$ cat config.mk
export PLATFORM = sky130hd
export DESIGN_NAME = tile_spawner
export DESIGN_NICKNAME = d
export VERILOG_FILES = /design/src/rtl/game_pkg.sv /design/src/rtl/lane_lock_timer.sv /design/src/rtl/tile_spawner.sv
export SDC_FILE = /design/constraint.sdc
export NUM_CORES = 1
export LEC_CHECK = 0
export BUFFER_PORTS_ARGS = -buffer_cell sky130_fd_sc_hd__buf_2
export CELL_PAD_IN_SITES_DETAIL_PLACEMENT = 2
export CELL_PAD_IN_SITES_GLOBAL_PLACEMENT = 2
export CORE_MARGIN = 5
export CORE_UTILIZATION = 25
export DETAILED_ROUTE_END_ITERATION = 6
export PLACE_DENSITY = 0.56
export SLEW_MARGIN = 5
export SYNTH_ARGS = -nofsm -noshare
export SYNTH_HDL_FRONTEND = slang
export SYNTH_SLANG_ARGS = --single-unit
$ cat constraint.sdc
create_clock -name clk -period 6.1 [get_ports clk]
set_input_delay 1.22 -clock clk [delete_from_list [all_inputs] [get_ports clk]]
set_output_delay 1.22 -clock clk [all_outputs]
set_load 0.01 [all_outputs]
$ cat src/rtl/game_pkg.sv
// Shared game constants, spawner state encoding and the lane-select LFSR step.
package game_pkg;

    localparam logic [3:0]  PLAY_CODE = 4'b0010;
    localparam int unsigned NUM_LANES = 8;
    localparam int unsigned LANE_W    = 3;
    localparam int unsigned LOCK_W    = 28;
    localparam int unsigned WAIT_W    = 28;
    localparam int unsigned PULSE_W   = 20;
    localparam int unsigned CNT_W     = 16;
    localparam int unsigned LFSR_W    = 16;

    typedef enum logic [1:0] {
        IDLE  = 2'd0,
        WAIT  = 2'd1,
        PICK  = 2'd2,
        PULSE = 2'd3
    } state_t;

    // Fibonacci x^16+x^14+x^13+x^11+1, shifting right with feedback into the MSB
    function automatic logic [LFSR_W-1:0] lfsr_next(input logic [LFSR_W-1:0] s);
        logic fb;
        fb = s[0] ^ s[2] ^ s[3] ^ s[5];
        return {fb, s[LFSR_W-1:1]};
    endfunction

endpackage

$ cat src/rtl/lane_lock_timer.sv
// Per-lane lockout down-counter; the lane is busy while the count is nonzero.
module lane_lock_timer
    import game_pkg::*;
(
    input  logic              clk,
    input  logic              rst_n,
    input  logic              load,
    input  logic [LOCK_W-1:0] load_val,
    input  logic              clear,
    output logic              busy
);

    logic [LOCK_W-1:0] count_q;

    // clear has priority over load so an erase always frees the lane
    always_ff @(posedge clk or negedge rst_n) begin
        if (!rst_n) begin
            count_q <= '0;
        end else if (clear) begin
            count_q <= '0;
        end else if (load) begin
            count_q <= load_val;
        end else if (count_q != '0) begin
            count_q <= count_q - LOCK_W'(1);
        end
    end

    assign busy = (count_q != '0);

endmodule

$ cat src/rtl/tile_spawner.sv
// Picks a pseudo-random free lane at a level-dependent interval and drives the
// renderer's one-hot lane-start pulse while the game is in PLAY.
module tile_spawner
    import game_pkg::*;
#(
    parameter int unsigned PULSE_CYCLES  = 400_000,
    parameter int unsigned INTERVAL_EASY = 50_000_000,
    parameter int unsigned INTERVAL_HARD = 25_000_000,
    parameter int unsigned LOCK_EASY     = 200_000_000,
    parameter int unsigned LOCK_HARD     = 100_000_000,
    parameter logic [15:0] LFSR_SEED     = 16'hACE1
) (
    input  logic                 clk,
    input  logic                 rst_n,
    input  logic [3:0]           status,
    input  logic                 level,
    input  logic [NUM_LANES-1:0] erase,
    output logic [NUM_LANES-1:0] v_enb,
    output logic                 spawn_skip,
    output logic [CNT_W-1:0]     tile_cnt
);

    state_t               state_q;
    logic [WAIT_W-1:0]    wait_q;
    logic [PULSE_W-1:0]   pulse_q;
    logic [LANE_W-1:0]    cand_q;
    logic [LANE_W-1:0]    lane_q;
    logic [LANE_W-1:0]    last_q;
    logic [LANE_W-1:0]    tries_q;
    logic [LFSR_W-1:0]    lfsr_q;
    logic [NUM_LANES-1:0] v_enb_q;
    logic                 skip_q;
    logic [CNT_W-1:0]     cnt_q;

    logic                 play;
    logic                 cand_ok;
    logic [WAIT_W-1:0]    wait_load;
    logic [LOCK_W-1:0]    lock_val;
    logic [NUM_LANES-1:0] lock_busy;
    logic [NUM_LANES-1:0] lock_load;
    logic [NUM_LANES-1:0] lock_clear;

    assign play      = (status == PLAY_CODE);
    assign cand_ok   = !lock_busy[cand_q] && (cand_q != last_q);
    assign wait_load = level ? WAIT_W'(INTERVAL_HARD - 1) : WAIT_W'(INTERVAL_EASY - 1);
    assign lock_val  = level ? LOCK_W'(LOCK_HARD) : LOCK_W'(LOCK_EASY);

    // Lock load on lane acceptance; erase frees a lane except the one pulsing now
    always_comb begin
        lock_load  = '0;
        lock_clear = erase;
        if (play && state_q == PICK && cand_ok) begin
            lock_load[cand_q] = 1'b1;
        end
        if (state_q == PULSE) begin
            lock_clear[lane_q] = 1'b0;
        end
        if (!play) begin
            lock_clear = '1;
        end
    end

    for (genvar i = 0; i < NUM_LANES; i++) begin : g_lock
        lane_lock_timer u_lock (
            .clk      (clk),
            .rst_n    (rst_n),
            .load     (lock_load[i]),
            .load_val (lock_val),
            .clear    (lock_clear[i]),
            .busy     (lock_busy[i])
        );
    end

    always_ff @(posedge clk or negedge rst_n) begin
        if (!rst_n) begin
            state_q <= IDLE;
            wait_q  <= '0;
            pulse_q <= '0;
            cand_q  <= '0;
            lane_q  <= '0;
            last_q  <= LANE_W'(7);
            tries_q <= '0;
            lfsr_q  <= LFSR_SEED;
            v_enb_q <= '0;
            skip_q  <= 1'b0;
            cnt_q   <= '0;
        end else begin
            lfsr_q <= lfsr_next(lfsr_q);
            skip_q <= 1'b0;
            if (!play) begin
                state_q <= IDLE;
                v_enb_q <= '0;
            end else begin
                case (state_q)
                    IDLE: begin
                        wait_q  <= wait_load;
                        cnt_q   <= '0;
                        state_q <= WAIT;
                    end
                    WAIT: begin
                        if (wait_q == '0) begin
                            cand_q  <= lfsr_q[LANE_W-1:0];
                            tries_q <= '0;
                            state_q <= PICK;
                        end else begin
                            wait_q <= wait_q - WAIT_W'(1);
                        end
                    end
                    PICK: begin
                        if (cand_ok) begin
                            lane_q  <= cand_q;
                            last_q  <= cand_q;
                            v_enb_q <= NUM_LANES'(1) << cand_q;
                            pulse_q <= PULSE_W'(PULSE_CYCLES - 1);
                            if (cnt_q != '1) begin
                                cnt_q <= cnt_q + CNT_W'(1);
                            end
                            state_q <= PULSE;
                        end else if (tries_q == LANE_W'(7)) begin
                            skip_q  <= 1'b1;
                            wait_q  <= wait_load;
                            state_q <= WAIT;
                        end else begin
                            cand_q  <= cand_q + LANE_W'(1);
                            tries_q <= tries_q + LANE_W'(1);
                        end
                    end
                    PULSE: begin
                        if (pulse_q == '0) begin
                            v_enb_q <= '0;
                            wait_q  <= wait_load;
                            state_q <= WAIT;
                        end else begin
                            pulse_q <= pulse_q - PULSE_W'(1);
                        end
                    end
                    default: state_q <= IDLE;
                endcase
            end
        end
    end

    assign v_enb      = v_enb_q;
    assign spawn_skip = skip_q;
    assign tile_cnt   = cnt_q;

endmodule
After elaboration in Yosys (flattened, before gate mapping)

Index checks and enable logic that the tools add are counted.

Add/subtract/negate cells: 13
Order comparisons: 4
Eq/ne operators: 21
Shifts and indexed selects: 1
Mux-type cells: 68
Bitwise logic cells: 5
Reductions and logical operators: 35

Operators by type and width:

| cell                  | count |
|---|---|
| $mux 28               | 29 |
| $sub 28x1->28 const B | 9 |
| $reduce_bool 28->1    | 8 |
| $pmux 28 s4           | 1 |
| $mux 8                | 6 |
| $mux 20               | 2 |
| $pmux 20 s2           | 1 |
| $mux 16               | 2 |
| $pmux 16 s2           | 1 |
| $logic_not 28->1      | 1 |
| $mux 26               | 1 |
| $reduce_bool 3->1     | 8 |
| $logic_not 20->1      | 1 |
| $sub 20x1->20 const B | 1 |
| $mux 3                | 6 |
| $add 16x1->16 const B | 1 |
| $ne 16x16->1 const B  | 1 |
| $pmux 8 s2            | 1 |
| $ne 2x2->1 const B    | 6 |
| $pmux 3 s2            | 2 |
| $mux 2                | 5 |
| $reduce_and 5->1      | 2 |
| $reduce_and 3->1      | 3 |
| $and 8x8->8           | 1 |
| 25 further kinds      | 48 |

Register bits after elaboration: 327
Input bits: 15
Output and inout bits: 25
Word-level logic and storage cells: 166

Logic depth before layout (Yosys ltp)

Gate-level depths: netlist of the first run.

Depth after elaboration: 9
Gate-level depth with buffers: 12
Depth with buffers taken out: 10

Cells and area by module

Synthesis of the first run repeated with hierarchy kept, for this count alone.

Cell total of the unflattened synthesis: 2097
Area total of the unflattened synthesis: 19284.7 sq um

By module, submodules not included:

| module          | instances | cells an instance | area an instance (sq um) | seq. area each (sq um) |
|---|---|---|---|---|
| lane_lock_timer | 8         | 184               | 1684.1                   | 700.7 |
| tile_spawner    | 1         | 625               | 5811.8                   | 2591.2 |

Least setup slack after synthesis of the first run

OpenSTA, ideal clock, no wires.

Path kind: register to register
Start point: register g_lock[5].u_lock.count_q[20]
End point: register cnt_q[13], in the netlist tile_cnt[13]
Arrival time: 3.550 ns
Data required time: 5.976 ns
Path slack: 2.426 ns
Stages on the path, launching flop included: 12
Buffers on the path: 3
Path through: dfrtp_1 or4_4 or4_1 or4_1 buf_2 a211o_4 a211o_1 o21a_1 clkbuf_1 buf_2 o211ai_1 nand2_1

Longest elaborated chain between the ends: 7

RTL lines:

| element                           | RTL line              | text |
|---|---|---|
| start: declaration                | lane_lock_timer.sv:13 | `logic [LOCK_W-1:0] count_q;` |
| start signal: assignment          | lane_lock_timer.sv:22 | `count_q <= load_val;` |
| start signal: assignment          | lane_lock_timer.sv:24 | `count_q <= count_q - LOCK_W'(1);` |
| $reduce_bool 28->1                | lane_lock_timer.sv:28 | `assign busy = (count_q != '0);` |
| $bmux 1 s3                        | tile_spawner.sv:44    | `assign cand_ok = !lock_busy[cand_q] && (cand_q != last_q);` |
| $mux 1 (not written as such)      | tile_spawner.sv:44    |  |
| $logic_not 1->1                   | tile_spawner.sv:44    |  |
| $logic_and 1x1->1                 | tile_spawner.sv:44    |  |
| $ne 2x2->1 (no source line)       | --                    |  |
| $reduce_and 4->1 (no source line) | --                    |  |
| end signal: assignment            | tile_spawner.sv:116   | `cnt_q <= cnt_q + CNT_W'(1);` |
| end: declaration                  | tile_spawner.sv:33    | `logic [CNT_W-1:0] cnt_q;` |

No other way between the ends. The select of a mux whose other input is x is not followed.
A chain may end at the register's enable or synchronous reset.

Final worst setup path of the first run

Start point: register g_lock[5].u_lock.count_q[20]
End point: register wait_q[16]

Longest elaborated chain between the ends: 7

RTL lines:

| element                           | RTL line              | text |
|---|---|---|
| $reduce_bool 28->1                | lane_lock_timer.sv:28 |  |
| $bmux 1 s3                        | tile_spawner.sv:44    |  |
| $mux 1 (not written as such)      | tile_spawner.sv:44    |  |
| $logic_not 1->1                   | tile_spawner.sv:44    |  |
| $logic_and 1x1->1                 | tile_spawner.sv:44    |  |
| $ne 2x2->1 (no source line)       | --                    |  |
| $reduce_and 5->1 (no source line) | --                    |  |
| end signal: assignment            | tile_spawner.sv:96    | `wait_q <= wait_load;` |
| end signal: assignment            | tile_spawner.sv:106   | `wait_q <= wait_q - WAIT_W'(1);` |
| end signal: assignment            | tile_spawner.sv:121   | `wait_q <= wait_load;` |
| end: declaration                  | tile_spawner.sv:24    | `logic [WAIT_W-1:0] wait_q;` |

No other way between the ends. The select of a mux whose other input is x is not followed.

==> load_flow_metrics.sql, run 1 <==
INSERT INTO impl_metrics (metric_group, metric, value, unit) VALUES
('status', 'status', 'finished clean', ''),
('yosys', 'synthesis.instances', '1899', ''),
('sta', 'fmax', '219.2', 'MHz'),
('clock_network', 'cts_max_level', '2', ''),
('floorplan', 'start_util', '25.25', '%'),
('sta', 'tightestPinTransition', '1.150', 'ns'),
('cells_and_area', 'final_nets', '1988', ''),
('sta', 'finalHoldViolations', '0', ''),
('yosys', 'ys_ff_latch', '327', ''),
('cells_and_area', 'n_fill_cell', '7701', ''),
('floorplan', 'die-area', '74750', 'µm²'),
('sta', 'maxSlewViolCount', '0', ''),
('yosys', 'async_flop_share', '100.0', '%'),
('floorplan', 'core-area', '68710', 'µm²'),
('clock_network', 'numCtsBuffers', '45', ''),
('global_routing', 'grt_overflow_total', '0', ''),
('yosys', 'post_synth_fa_ha_maj_area_fraction', '2.380', '%'),
('clock_network', 'cts-hold-fix-buffers', '0', ''),
('pwr', 'power', '5.290', 'mW'),
('floorplan', 'die_width', '273.4', 'µm'),
('sta', 'finalWorstSetupSlack', '1.538', 'ns'),
('route', 'drtPass1Iterations', '4', ''),
('setup_path', 'timing.setup.critical_path_class', 'flip-flop to flip-flop', ''),
('setup_path', 'cp-start-kind', 'flip-flop', ''),
('route', 'route.detailed.wl_per_inst', '18.91', 'µm'),
('route', 'routed_wirelength', '54970', 'µm'),
('yosys', 'synth_area_per_cell', '9.134', 'µm²'),
('route', 'violation_count_after_the_first_detailed_route_iteration', '481', ''),
('clock_network', 'clock-sinks', '327', ''),
('clock_network', 'clockBufferDepth', '3', ''),
('floorplan', 'placementRows', '96', ''),
('cells_and_area', 'area.sequential', '8197', 'µm²'),
('clock_network', 'cts_setup_buffers', '0', ''),
('cells_and_area', 'multiInputGateArea', '8772', 'µm²'),
('yosys', 'synth_top_flop_cell', 'sky130_fd_sc_hd__dfrtp_1', ''),
('global_routing', 'grt_pass1_vias', '16234', ''),
('cells_and_area', 'share_of_final_layout_standard_cells_stronger_than_drive_strength_1', '8.097', '%'),
('yosys', 'synth_simple_gate_area_share', '26.75', '%'),
('global_routing', 'globalRouteTotalUtil', '14.74', '%'),
('clock_network', 'clkTransAtPathRegs', '0.06', 'ns'),
('yosys', 'synth_edf_count', '0', ''),
('worst_hold_path', 'worst_hold_path_type', 'flip-flop to flip-flop', ''),
('place', 'port_buffers', '39', ''),
('route', 'final_antenna_net_count', '0', ''),
('place', 'place.gp.congestion', '0.7481', ''),
('clock_network', 'postCtsResizedCells', '0', ''),
('route', 'dr_drc_count', '0', ''),
('sta', 'setup_total_negative_slack', '0', 'ns'),
('sta', 'final.period_utilization', '74.78', '%'),
('yosys', 'synthMuxAreaShare', '0.6997', '%'),
('place', 'place.detailed.hpwl', '37620', 'µm'),
('clock_network', 'clock_insertion_delay_worst_skew', '0.58', 'ns'),
('setup_path', 'critical_path_arrival', '5.02', 'ns'),
('pwr', 'power.static_leakage', '9.110', 'nW'),
('yosys', 'synth.net_count', '1947', ''),
('yosys', 'synthXorXnorAreaFrac', '10.25', '%'),
('route', 'post_drt_via_cell_ratio', '4.971', ''),
('yosys', 'synth.cell_area', '17350', 'µm²'),
('setup_path', 'crit_path_capture_type', 'flip-flop', ''),
('clock_network', 'tritoncts', 'yes', ''),
('global_routing', 'antenna_found_initial', '1', ''),
('yosys', 'combinational_family_with_the_most_area_after_synthesis', 'simple AND/OR/NAND/NOR gates', ''),
('setup_path', 'critical_path_required', '6.56', 'ns'),
('route', 'vias', '14451', ''),
('setup_path', 'worst_r2r_startpoint', 'g_lock[5].u_lock.count_q[20]$_DFFE_PN0P_', ''),
('cells_and_area', 'area_growth', '16.16', '%'),
('cells_and_area', 'layout_cells_excl_fill', '2907', ''),
('global_routing', 'grt_first_pass_wirelength', '90470', 'µm'),
('global_routing', 'grt_max_degree', '158', ''),
('yosys', 'post_synthesis_compound_gate_area_fraction', '10.37', '%'),
('yosys', 'synth-warning-count', '0', '');
-- registers in the layout, indices dropped and copies added (netlist names), 8 cells and up --
signal and flops:
g_lock.u_lock.count_q 224, tile_cnt 16, wait_q 28, v_enb 8, lfsr_q 16, pulse_q 20
-- synthesized netlist by cell type, types with 12 or more instances --
| cell | number | share of area (%) |
|---|---|---|
| sky130_fd_sc_hd__nand3_1 | 72 | 2.1 |
| sky130_fd_sc_hd__nand4_1 | 21 | 0.76 |
| sky130_fd_sc_hd__or4_1 | 55 | 2.4 |
| sky130_fd_sc_hd__clkbuf_1 | 51 | 1.1 |
| sky130_fd_sc_hd__and3_1 | 14 | 0.50 |
| sky130_fd_sc_hd__nor3_1 | 91 | 2.6 |
| sky130_fd_sc_hd__o22ai_1 | 16 | 0.58 |
| sky130_fd_sc_hd__nor4_1 | 76 | 2.7 |
| sky130_fd_sc_hd__xor2_1 | 90 | 4.5 |
| sky130_fd_sc_hd__ha_1 | 33 | 2.4 |
| sky130_fd_sc_hd__nor2_1 | 222 | 4.8 |
| sky130_fd_sc_hd__xnor2_1 | 113 | 5.7 |
| sky130_fd_sc_hd__nand2_1 | 248 | 5.4 |
| sky130_fd_sc_hd__o31ai_1 | 14 | 0.61 |
| sky130_fd_sc_hd__nand2b_1 | 16 | 0.58 |
| sky130_fd_sc_hd__nor2b_1 | 12 | 0.43 |
| sky130_fd_sc_hd__o21ai_0 | 90 | 2.6 |
| sky130_fd_sc_hd__and2_1 | 15 | 0.54 |
| sky130_fd_sc_hd__or3_1 | 43 | 1.6 |
| sky130_fd_sc_hd__a21oi_1 | 80 | 2.3 |
| sky130_fd_sc_hd__dfrtp_1 | 316 | 46 |
| sky130_fd_sc_hd__inv_1 | 39 | 0.84 |
| sky130_fd_sc_hd__a211oi_1 | 19 | 0.82 |
-- per-stage QoR --
stage                     area (µm²)  hold WS, ns
after global routing           20150       0.3596
after global placement         18650       0.3388
after CTS                      20150       0.3554
after floorplan                17350       0.3312
final                          20150       0.3530
after detailed placement       18650       0.3399
-- report_power, final --
group	total (mW)	leakage (nW)	switching (mW)	internal [mW]
Sequential	2.29	4.42	0.0742	2.22
Clock	2.68	0.746	1.04	1.64
Combinational	0.313	3.95	0.204	0.110
Total	5.29	9.11	1.32	3.97
-- worst max-delay path, cell delays in order (launching register included) --
cell and delay, ns:
sky130_fd_sc_hd__dfrtp_1 0.42, sky130_fd_sc_hd__or4_4 0.57, sky130_fd_sc_hd__or4_1 0.45, sky130_fd_sc_hd__or4_1 0.73
sky130_fd_sc_hd__a211o_4 0.47, sky130_fd_sc_hd__a2111oi_4 0.30, sky130_fd_sc_hd__buf_4 0.27, sky130_fd_sc_hd__or2_1 0.61
sky130_fd_sc_hd__nor2_1 0.21, sky130_fd_sc_hd__a311o_1 0.40
-- kinds of logic (layout without fill, tap and decap cells) --
family	Yosys count	after routing
mux	12	12
flops	327	327
simple gates	934	934
fa+ha+maj	33	33
buf+inv	103	180
xor+xnor	203	203
compound gates	287	287
-- final cells by class --
cell class	count	share of cell area, %
Inverter	41	0.7638
Clock buffer	72	6.899
Timing Repair Buffer	56	1.776
Tap cell	931	5.782
Clock inverter	11	0.5589
Sequential cell	327	40.68
Multi-Input combinational cell	1469	43.54
-- layer usage --
| layer | GRT usage, % | vias to the layer above | wire length, µm |
|---|---|---|---|
| met5 | 0 | - | 0 |
| met4 | 3.664 | 0 | 1045 |
| met3 | 2.139 | 64 | 1482 |
| met2 | 25.33 | 111 | 26260 |
| met1 | 19.60 | 7455 | 26180 |
| li1 | - | 6821 | - |
-- final timing paths --
path,cells after the start,endpoint,slack [ns]
max,9,wait_q[16]$_DFFE_PN0P_,1.54
min,0,lfsr_q[3]$_DFF_PN0_,0.35
max reg2reg,9,wait_q[16]$_DFFE_PN0P_,1.54
min reg2reg,0,lfsr_q[3]$_DFF_PN0_,0.35
max in group asynchronous,2,g_lock[1].u_lock.count_q[6]$_DFFE_PN0P_,4.06
min in group asynchronous,1,g_lock[4].u_lock.count_q[3]$_DFFE_PN0P_,0.63
-- placed cells by master, fill, tap and decap left out, types with 15 or more instances in the layout --
| master | n |
|---|---|
| sky130_fd_sc_hd__inv_1 | 39 |
| sky130_fd_sc_hd__a211oi_1 | 19 |
| sky130_fd_sc_hd__dfrtp_1 | 316 |
| sky130_fd_sc_hd__nor2_1 | 221 |
| sky130_fd_sc_hd__buf_2 | 38 |
| sky130_fd_sc_hd__o21ai_0 | 90 |
| sky130_fd_sc_hd__o22ai_1 | 16 |
| sky130_fd_sc_hd__and2_1 | 15 |
| sky130_fd_sc_hd__a21oi_1 | 80 |
| sky130_fd_sc_hd__nor4_1 | 76 |
| sky130_fd_sc_hd__nand3_1 | 72 |
| sky130_fd_sc_hd__nand4_1 | 21 |
| sky130_fd_sc_hd__xor2_1 | 90 |
| sky130_fd_sc_hd__clkbuf_16 | 47 |
| sky130_fd_sc_hd__nand2b_1 | 16 |
| sky130_fd_sc_hd__or4_1 | 55 |
| sky130_fd_sc_hd__buf_4 | 15 |
| sky130_fd_sc_hd__nand2_1 | 248 |
| sky130_fd_sc_hd__or3_1 | 43 |
| sky130_fd_sc_hd__ha_1 | 33 |
| sky130_fd_sc_hd__nor3_1 | 91 |
| sky130_fd_sc_hd__xnor2_1 | 113 |
No activity file was read; power rests on OpenSTA's default activity.
==> inputs of run 2 (changes only) <==
==> constraint.sdc (replaced) <==
create_clock -name clk -period 4.5 [get_ports clk]
set_input_delay 0.9 -clock clk [delete_from_list [all_inputs] [get_ports clk]]
set_output_delay 0.9 -clock clk [all_outputs]
set_load 0.01 [all_outputs]
==> run 2 against run 1 <==
Sequential power increased by 35%; global-route usage rose by 0.11 points; sequential share of layout area decreased by 0.54 points; total power increased by 35%; critical path depth decreased by 1; core utilization up 0.39 points; setup slack got worse by 1.2 ns; highest routed layer unchanged.
==> load_flow_metrics.sql, run 2 (synthesis gave the netlist of run 1 again) <==
INSERT INTO impl_metrics (metric_group, metric, value, unit) VALUES
('clock_network', 'root_buffer', 'sky130_fd_sc_hd__clkbuf_16', ''),
('pwr', 'worst_ir_drop_vdd', '189.5', 'µV'),
('sta', 'fmax', '238.4', 'MHz'),
('route', 'vias', '14619', ''),
('clock_network', 'clock_insertion_delay_worst_skew', '0.58', 'ns'),
('clock_network', 'cts-hold-fix-buffers', '0', ''),
('setup_path', 'critical_path_cell_count', '8', ''),
('cells_and_area', 'share_of_final_layout_standard_cells_stronger_than_drive_strength_1', '9.891', '%'),
('cells_and_area', 'number_of_antenna_cells_inserted', '0', ''),
('setup_path', 'timing.reg2reg.worst_path_depth', '8', ''),
('setup_path', 'worst_setup_slack_for_register_to_register_paths', '0.30', 'ns'),
('clock_network', 'numCtsBuffers', '44', ''),
('cells_and_area', 'reg_top3', 'g_lock.u_lock.count_q (224), wait_q (28), pulse_q (20)', ''),
('floorplan', 'placementRows', '96', ''),
('cells_and_area', 'largest_register_ff_count', '224', ''),
('route', 'final_antenna_net_count', '0', ''),
('setup_path', 'crit_path_capture_type', 'flip-flop', ''),
('pwr', 'power.static_leakage', '9.276', 'nW'),
('setup_path', 'crit_top_cell', 'sky130_fd_sc_hd__o22ai_1', ''),
('setup_path', 'timing.setup.critical_path_class', 'flip-flop to flip-flop', ''),
('place', 'place.gp.congestion', '0.7265', ''),
('route', 'dr_drc_count', '0', ''),
('clock_network', 'tritoncts', 'yes', ''),
('global_routing', 'grt_first_pass_wirelength', '90760', 'µm'),
('clock_network', 'postCtsResizedCells', '0', ''),
('setup_path', 'cp_max_fo', '12', ''),
('cells_and_area', 'area_growth', '17.71', '%'),
('sta', 'finalHoldViolations', '0', ''),
('setup_path', 'timing.critical_path.from', 'g_lock[3].u_lock.count_q[23]$_DFFE_PN0P_', ''),
('place', 'port_buffers', '39', ''),
('setup_path', 'critical_path_arrival', '4.67', 'ns'),
('route', 'route.detailed.wl_per_inst', '18.88', 'µm'),
('setup_path', 'timing.critical_path.cells', 'or4_1 > or4b_2 > and4bb_2 > o22ai_1 > a2111o_1 > nor4_1 > nand2_1 > o22ai_1', ''),
('sta', 'timing.max_slew.rel_slack', '17.80', '%'),
('setup_path', 'critical_path_required', '4.98', 'ns'),
('sta', 'finalClockSkew', '0.02559', 'ns'),
('setup_path', 'crit_family', 'simple AND/OR/NAND/NOR gates', ''),
('worst_hold_path', 'hold_start', 'lfsr_q[4]$_DFF_PN0_', ''),
('setup_path', 'cp_slowest_stage_delay', '0.67', 'ns'),
('sta', 'grt_setup_unrepaired', 'false', ''),
('global_routing', 'grt_max_degree', '109', ''),
('cells_and_area', 'mostFrequentLayoutCells', 'sky130_fd_sc_hd__dfrtp_1, sky130_fd_sc_hd__nand2_1, sky130_fd_sc_hd__nor2_1, sky130_fd_sc_hd__xnor2_1, sky130_fd_sc_hd__nor3_1', ''),
('clock_network', 'clock-sinks', '327', ''),
('floorplan', 'core-area', '68710', 'µm²'),
('route', 'routed_wirelength', '55570', 'µm'),
('floorplan', 'die_width', '273.4', 'µm'),
('clock_network', 'cts_setup_buffers', '0', ''),
('sta', 'tightestPinTransition', '1.222', 'ns'),
('setup_path', 'worst_r2r_startpoint', 'g_lock[3].u_lock.count_q[23]$_DFFE_PN0P_', ''),
('cells_and_area', 'final_design_area_no_fill', '20420', 'µm²'),
('route', 'post_drt_via_cell_ratio', '4.967', ''),
('cells_and_area', 'top_register', 'g_lock.u_lock.count_q', ''),
('cells_and_area', 'final_nets', '2025', ''),
('route', 'drtPass1Iterations', '4', ''),
('status', 'status', 'finished clean', ''),
('worst_hold_path', 'worst_hold_path_type', 'flip-flop to flip-flop', ''),
('global_routing', 'grt_overflow_total', '0', ''),
('sta', 'post-route-min-period', '4.195', 'ns'),
('global_routing', 'globalRouteTotalUtil', '14.86', '%'),
('place', 'place.detailed.hpwl', '38720', 'µm'),
('worst_hold_path', 'worstHoldPathCells', '0', ''),
('setup_path', 'cp-start-kind', 'flip-flop', ''),
('sta', 'hold_ws', '0.3514', 'ns'),
('floorplan', 'start_util', '25.25', '%'),
('cells_and_area', 'layout.cells.most_common', 'sky130_fd_sc_hd__dfrtp_1', ''),
('sta', 'maxSlewViolCount', '0', ''),
('global_routing', 'grt_pass1_vias', '16131', ''),
('job', 'cap_viol_max_count', '0', ''),
('clock_network', 'clockBufferDepth', '3', ''),
('global_routing', 'antenna_found_initial', '0', ''),
('setup_path', 'r2r_end', 'g_lock[1].u_lock.count_q[19]$_DFFE_PN0P_', ''),
('floorplan', 'die-area', '74750', 'µm²'),
('floorplan', 'chipHeight', '273.4', 'µm'),
('floorplan', 'num_io_pins', '40', ''),
('worst_hold_path', 'worstHoldEndpoint', 'lfsr_q[3]$_DFF_PN0_', ''),
('sta', 'setup_total_negative_slack', '0', 'ns'),
('setup_path', 'critical_path.n_buffers_inverters', '0', ''),
('clock_network', 'clkTransAtPathRegs', '0.06', 'ns'),
('sta', 'final-setup-viol-count', '0', ''),
('setup_path', 'timing.critical_path.slowest_stage_cell', 'sky130_fd_sc_hd__or4b_2', ''),
('sta', 'final.period_utilization', '93.22', '%'),
('place', 'detailed_place.area', '18940', 'µm²'),
('route', 'violation_count_after_the_first_detailed_route_iteration', '499', ''),
('pwr', 'power_per_cell_area', '349.5', 'nW/µm²'),
('clock_network', 'cts_max_level', '2', ''),
('pwr', 'power', '7.136', 'mW');
run 2: cell types whose count changed in the layout (fill, tap and decap cells not counted):
cell                         delta
sky130_fd_sc_hd__buf_12         +1
sky130_fd_sc_hd__clkinv_8       +1
sky130_fd_sc_hd__buf_4         +37
sky130_fd_sc_hd__clkbuf_1       -3
sky130_fd_sc_hd__clkbuf_8       -1
sky130_fd_sc_hd__clkinvlp_4     +1
sky130_fd_sc_hd__clkbuf_16      -1
sky130_fd_sc_hd__inv_6          -2
sky130_fd_sc_hd__clkinv_2       +3
run 2: where the power goes:
group / total (mW) / switching [mW] / internal [mW]
sequential: 3.10 / 0.0887 / 3.01
clock: 3.59 / 1.42 / 2.16
combinational: 0.452 / 0.289 / 0.163
total: 7.14 / 1.80 / 5.34
run 2: worst register-to-register path: cells and delay by family, from the launching register on:
kind             cells  cell delay (ns)
AND/OR/NAND/NOR      5             2.56
AO/OA/AOI/OAI        3             1.13
flip-flops           1             0.41
run 2: per-layer routing:
layer / up-vias / share of wire (%) / GRT usage (%)
met1: 7539 / 48 / 20.18
li1: 6891 / - / -
met3: 59 / 2.8 / 2.358
met2: 130 / 48 / 25.19
met4: 0 / 1.6 / 3.053
met5: - / 0 / 0
run 2: through the flow:
stage | worst slack [ns] | cells | util, %
3_3_place_gp | 0.2933 | 2862 | 27.57
4_1_cts | 0.2401 | 2943 | 29.72
3_5_place_dp | 0.2559 | 2862 | 27.57
6_report | 0.3049 | 2943 | 29.72
5_1_grt | 0.07598 | 2943 | 29.72
2_1_floorplan | 0.8256 | 1899 | -
run 2: layout make-up:
| class | count | area [µm²] |
|---|---|---|
| fill | 7723 | 48290 |
| multi-input combinational | 1469 | 8772 |
| sequential | 327 | 8197 |
| clock buffer | 67 | 1340 |
| tap | 931 | 1165 |
| timing repair buffer | 94 | 655.6 |
| inverter | 41 | 153.9 |
| clock inverter | 14 | 133.9 |
run 2: how the worst max path moves through the flow:
stage / to / slack (ns)
4_1_cts: g_lock[1].u_lock.count_q[19]$_DFFE_PN0P_ / 0.24
2_1_floorplan: tile_cnt[13]$_DFFE_PN0P_ / 0.83
6_report: g_lock[1].u_lock.count_q[19]$_DFFE_PN0P_ / 0.30
3_5_place_dp: g_lock[1].u_lock.count_q[19]$_DFFE_PN0P_ / 0.26
3_3_place_gp: g_lock[1].u_lock.count_q[9]$_DFFE_PN0P_ / 0.29
5_1_grt: g_lock[1].u_lock.count_q[9]$_DFFE_PN0P_ / 0.08
==> inputs of run 3 (changes only) <==
--- a/config.mk
+++ b/config.mk
@@ -9,10 +9,12 @@
 export CELL_PAD_IN_SITES_DETAIL_PLACEMENT = 2
 export CELL_PAD_IN_SITES_GLOBAL_PLACEMENT = 2
 export CORE_MARGIN = 5
-export CORE_UTILIZATION = 25
+export CORE_UTILIZATION = 30
 export DETAILED_ROUTE_END_ITERATION = 6
-export PLACE_DENSITY = 0.56
+export MAX_ROUTING_LAYER = met4
+export PLACE_DENSITY = 0.64
 export SLEW_MARGIN = 5
 export SYNTH_ARGS = -nofsm -noshare
 export SYNTH_HDL_FRONTEND = slang
 export SYNTH_SLANG_ARGS = --single-unit
+export TNS_END_PERCENT = 100
==> run 3 against run 2 <==
Cell area is 1.6% lower; clock power is 3% lower; core utilization is 5.3 points higher; setup slack worse by 0.034 ns; sequential share of layout area is 0.64 points higher; critical path type unchanged; highest routed layer unchanged.
==> load_flow_metrics.sql, run 3 (synthesis gave the netlist of run 1 again) <==
INSERT INTO impl_metrics (metric_group, metric, value, unit) VALUES
('clock_network', 'cts_max_level', '2', ''),
('global_routing', 'grt_max_degree', '83', ''),
('route', 'drtPass1Iterations', '4', ''),
('floorplan', 'start_util', '30.18', '%'),
('sta', 'post-route-min-period', '4.229', 'ns'),
('setup_path', 'timing.critical_path.cells', 'or4_4 > or4_1 > or4_1 > a211o_4 > a2111o_1 > nor4_1 > nand2_1 > o22ai_1', ''),
('clock_network', 'cts_setup_buffers', '0', ''),
('clock_network', 'postCtsResizedCells', '0', ''),
('cells_and_area', 'top_register', 'g_lock.u_lock.count_q', ''),
('clock_network', 'numCtsBuffers', '44', ''),
('cells_and_area', 'number_of_antenna_cells_inserted', '0', ''),
('cells_and_area', 'final_nets', '2021', ''),
('sta', 'tightestPinTransition', '0.9794', 'ns'),
('route', 'post_drt_via_cell_ratio', '5.288', ''),
('global_routing', 'grt_first_pass_wirelength', '90000', 'µm'),
('pwr', 'power', '7.032', 'mW'),
('cells_and_area', 'reg_top3', 'g_lock.u_lock.count_q (224), wait_q (28), pulse_q (20)', ''),
('clock_network', 'clockBufferDepth', '3', ''),
('setup_path', 'critical_path.n_buffers_inverters', '0', ''),
('pwr', 'switching_share', '24.93', '%'),
('sta', 'finalHoldViolations', '0', ''),
('setup_path', 'crit_path_capture_type', 'flip-flop', ''),
('global_routing', 'antenna_found_initial', '0', ''),
('cells_and_area', 'largest_register_ff_count', '224', ''),
('sta', 'finalWorstSetupSlack', '0.2709', 'ns'),
('setup_path', 'worst_setup_slack_for_register_to_register_paths', '0.27', 'ns'),
('setup_path', 'timing.setup.critical_path_class', 'flip-flop to flip-flop', ''),
('place', 'place.detailed.hpwl', '37640', 'µm'),
('clock_network', 'clkTransAtPathRegs', '0.06', 'ns'),
('sta', 'fmax', '236.5', 'MHz'),
('place', 'placed_cells', '2692', ''),
('worst_hold_path', 'worst_hold_path_type', 'input pin to async pin', ''),
('pwr', 'combinational_share_of_power', '6.6', '%'),
('global_routing', 'grt_overflow_total', '0', ''),
('pwr', 'clkPwrFrac', '49.3', '%'),
('cells_and_area', 'area_growth', '15.87', '%'),
('place', 'port_buffers', '39', ''),
('clock_network', 'cts-hold-fix-buffers', '0', ''),
('floorplan', 'die-area', '62730', 'µm²'),
('setup_path', 'timing.reg2reg.worst_path_depth', '8', ''),
('sta', 'grt_setup_unrepaired', 'false', ''),
('pwr', 'power.static_leakage', '9.215', 'nW'),
('cells_and_area', 'n_fill_cell', '6345', ''),
('cells_and_area', 'final_design_area_no_fill', '20100', 'µm²'),
('setup_path', 'cp_slowest_stage_delay', '0.62', 'ns'),
('pwr', 'power_switching', '1.753', 'mW'),
('route', 'routed_wirelength', '54790', 'µm'),
('sta', 'final-setup-viol-count', '0', ''),
('setup_path', 'timing.critical_path.slowest_stage_cell', 'sky130_fd_sc_hd__or4_1', ''),
('route', 'route.detailed.wl_per_inst', '19.82', 'µm'),
('clock_network', 'clock_insertion_delay_worst_skew', '0.57', 'ns'),
('floorplan', 'core-area', '57480', 'µm²'),
('sta', 'timing.max_slew.rel_slack', '34.64', '%'),
('setup_path', 'critical_path_required', '4.97', 'ns'),
('setup_path', 'critical_path_arrival', '4.69', 'ns'),
('place', 'dpl_worst_slack', '0.2643', 'ns'),
('setup_path', 'worst_r2r_startpoint', 'g_lock[5].u_lock.count_q[20]$_DFFE_PN0P_', ''),
('cells_and_area', 'layout.core_utilization', '34.97', '%'),
('floorplan', 'num_io_pins', '40', ''),
('sta', 'finalClockSkew', '0.01716', 'ns'),
('setup_path', 'cp-start-kind', 'flip-flop', ''),
('pwr', 'worst_ir_drop_vdd', '205.9', 'µV'),
('setup_path', 'crit_family', 'simple AND/OR/NAND/NOR gates', ''),
('status', 'status', 'finished clean', ''),
('pwr', 'pwr-share-seq', '44.1', '%'),
('sta', 'hold_ws', '0.3293', 'ns'),
('floorplan', 'die_width', '250.5', 'µm'),
('setup_path', 'crit_top_cell', 'sky130_fd_sc_hd__or4_1', ''),
('pwr', 'power_report.internal_total', '5.279', 'mW'),
('global_routing', 'grt_pass1_vias', '16132', ''),
('route', 'vias', '14622', ''),
('clock_network', 'root_buffer', 'sky130_fd_sc_hd__clkbuf_16', ''),
('sta', 'setup_total_negative_slack', '0', 'ns'),
('cells_and_area', 'layout.cells.most_common', 'sky130_fd_sc_hd__dfrtp_1', ''),
('sta', 'maxSlewViolCount', '0', ''),
('floorplan', 'chipHeight', '250.5', 'µm'),
('setup_path', 'cp_max_fo', '15', ''),
('route', 'final_antenna_net_count', '0', ''),
('sta', 'final.period_utilization', '93.98', '%'),
('place', 'detailed_place.area', '18710', 'µm²'),
('cells_and_area', 'layout_cells_excl_fill', '2765', ''),
('place', 'place.gp.congestion', '0.7662', ''),
('pwr', 'power_per_cell_area', '349.9', 'nW/µm²'),
('clock_network', 'tritoncts', 'yes', ''),
('job', 'cap_viol_max_count', '0', ''),
('route', 'violation_count_after_the_first_detailed_route_iteration', '496', ''),
('floorplan', 'placementRows', '88', ''),
('clock_network', 'clock-sinks', '327', ''),
('cells_and_area', 'mostFrequentLayoutCells', 'sky130_fd_sc_hd__dfrtp_1, sky130_fd_sc_hd__nand2_1, sky130_fd_sc_hd__nor2_1, sky130_fd_sc_hd__xnor2_1, sky130_fd_sc_hd__nor3_1', ''),
('global_routing', 'globalRouteTotalUtil', '17.79', '%'),
('route', 'dr_drc_count', '0', ''),
('setup_path', 'r2r_end', 'g_lock[1].u_lock.count_q[9]$_DFFE_PN0P_', ''),
('cells_and_area', 'share_of_final_layout_standard_cells_stronger_than_drive_strength_1', '9.300', '%');
[run 3: power groups by stage]
stage / clock network [mW] / logic (mW) / registers [mW]
floorplan: 0 / 0.272 / 3.12
global placement: 0 / 0.458 / 3.14
detailed placement: 0 / 0.473 / 3.15
global route: 3.70 / 0.524 / 3.11
finish: 3.47 / 0.463 / 3.10
CTS: 3.58 / 0.478 / 3.10
[run 3: worst max path at each step]
stage / start / end / slack (ns) / cells past startpoint
2_1_floorplan: g_lock[5].u_lock.count_q[20]$_DFFE_PN0P_ / tile_cnt[13]$_DFFE_PN0P_ / 0.83 / 11
3_3_place_gp: g_lock[5].u_lock.count_q[20]$_DFFE_PN0P_ / g_lock[1].u_lock.count_q[19]$_DFFE_PN0P_ / 0.43 / 8
3_5_place_dp: g_lock[5].u_lock.count_q[20]$_DFFE_PN0P_ / g_lock[1].u_lock.count_q[17]$_DFFE_PN0P_ / 0.26 / 8
4_1_cts: g_lock[5].u_lock.count_q[20]$_DFFE_PN0P_ / g_lock[1].u_lock.count_q[9]$_DFFE_PN0P_ / 0.25 / 8
5_1_grt: g_lock[5].u_lock.count_q[20]$_DFFE_PN0P_ / g_lock[1].u_lock.count_q[9]$_DFFE_PN0P_ / 0.05 / 8
6_report: g_lock[5].u_lock.count_q[20]$_DFFE_PN0P_ / g_lock[1].u_lock.count_q[9]$_DFFE_PN0P_ / 0.27 / 8
[run 3: area by class of cell]
class                           count  area [µm²]  share of cell area, %
Inverter                           41       153.9                 0.7657
Timing Repair Buffer               90       625.6                  3.113
Sequential cell                   327        8197                  40.78
Multi-Input combinational cell   1469        8772                  43.65
Tap cell                          765       957.2                  4.763
Clock buffer                       63        1264                  6.288
Clock inverter                     10       128.9                 0.6412
[run 3: per-layer routing]
layer  global-route usage [%]  wire, µm  up-vias
met5                        -         0        -
met4                    3.259       839        0
met2                    29.70     26690      111
met1                    23.48     25780     7571
met3                    2.502      1484       57
li1                         -         -     6883
[run 3: worst reg2reg max path: cells and delay by family (launching register included)]
family | cells | cell delay (ns)
DFF | 1 | 0.42
and+or+nand+nor | 5 | 2.37
AOI/OAI and AO/OA | 3 | 1.34
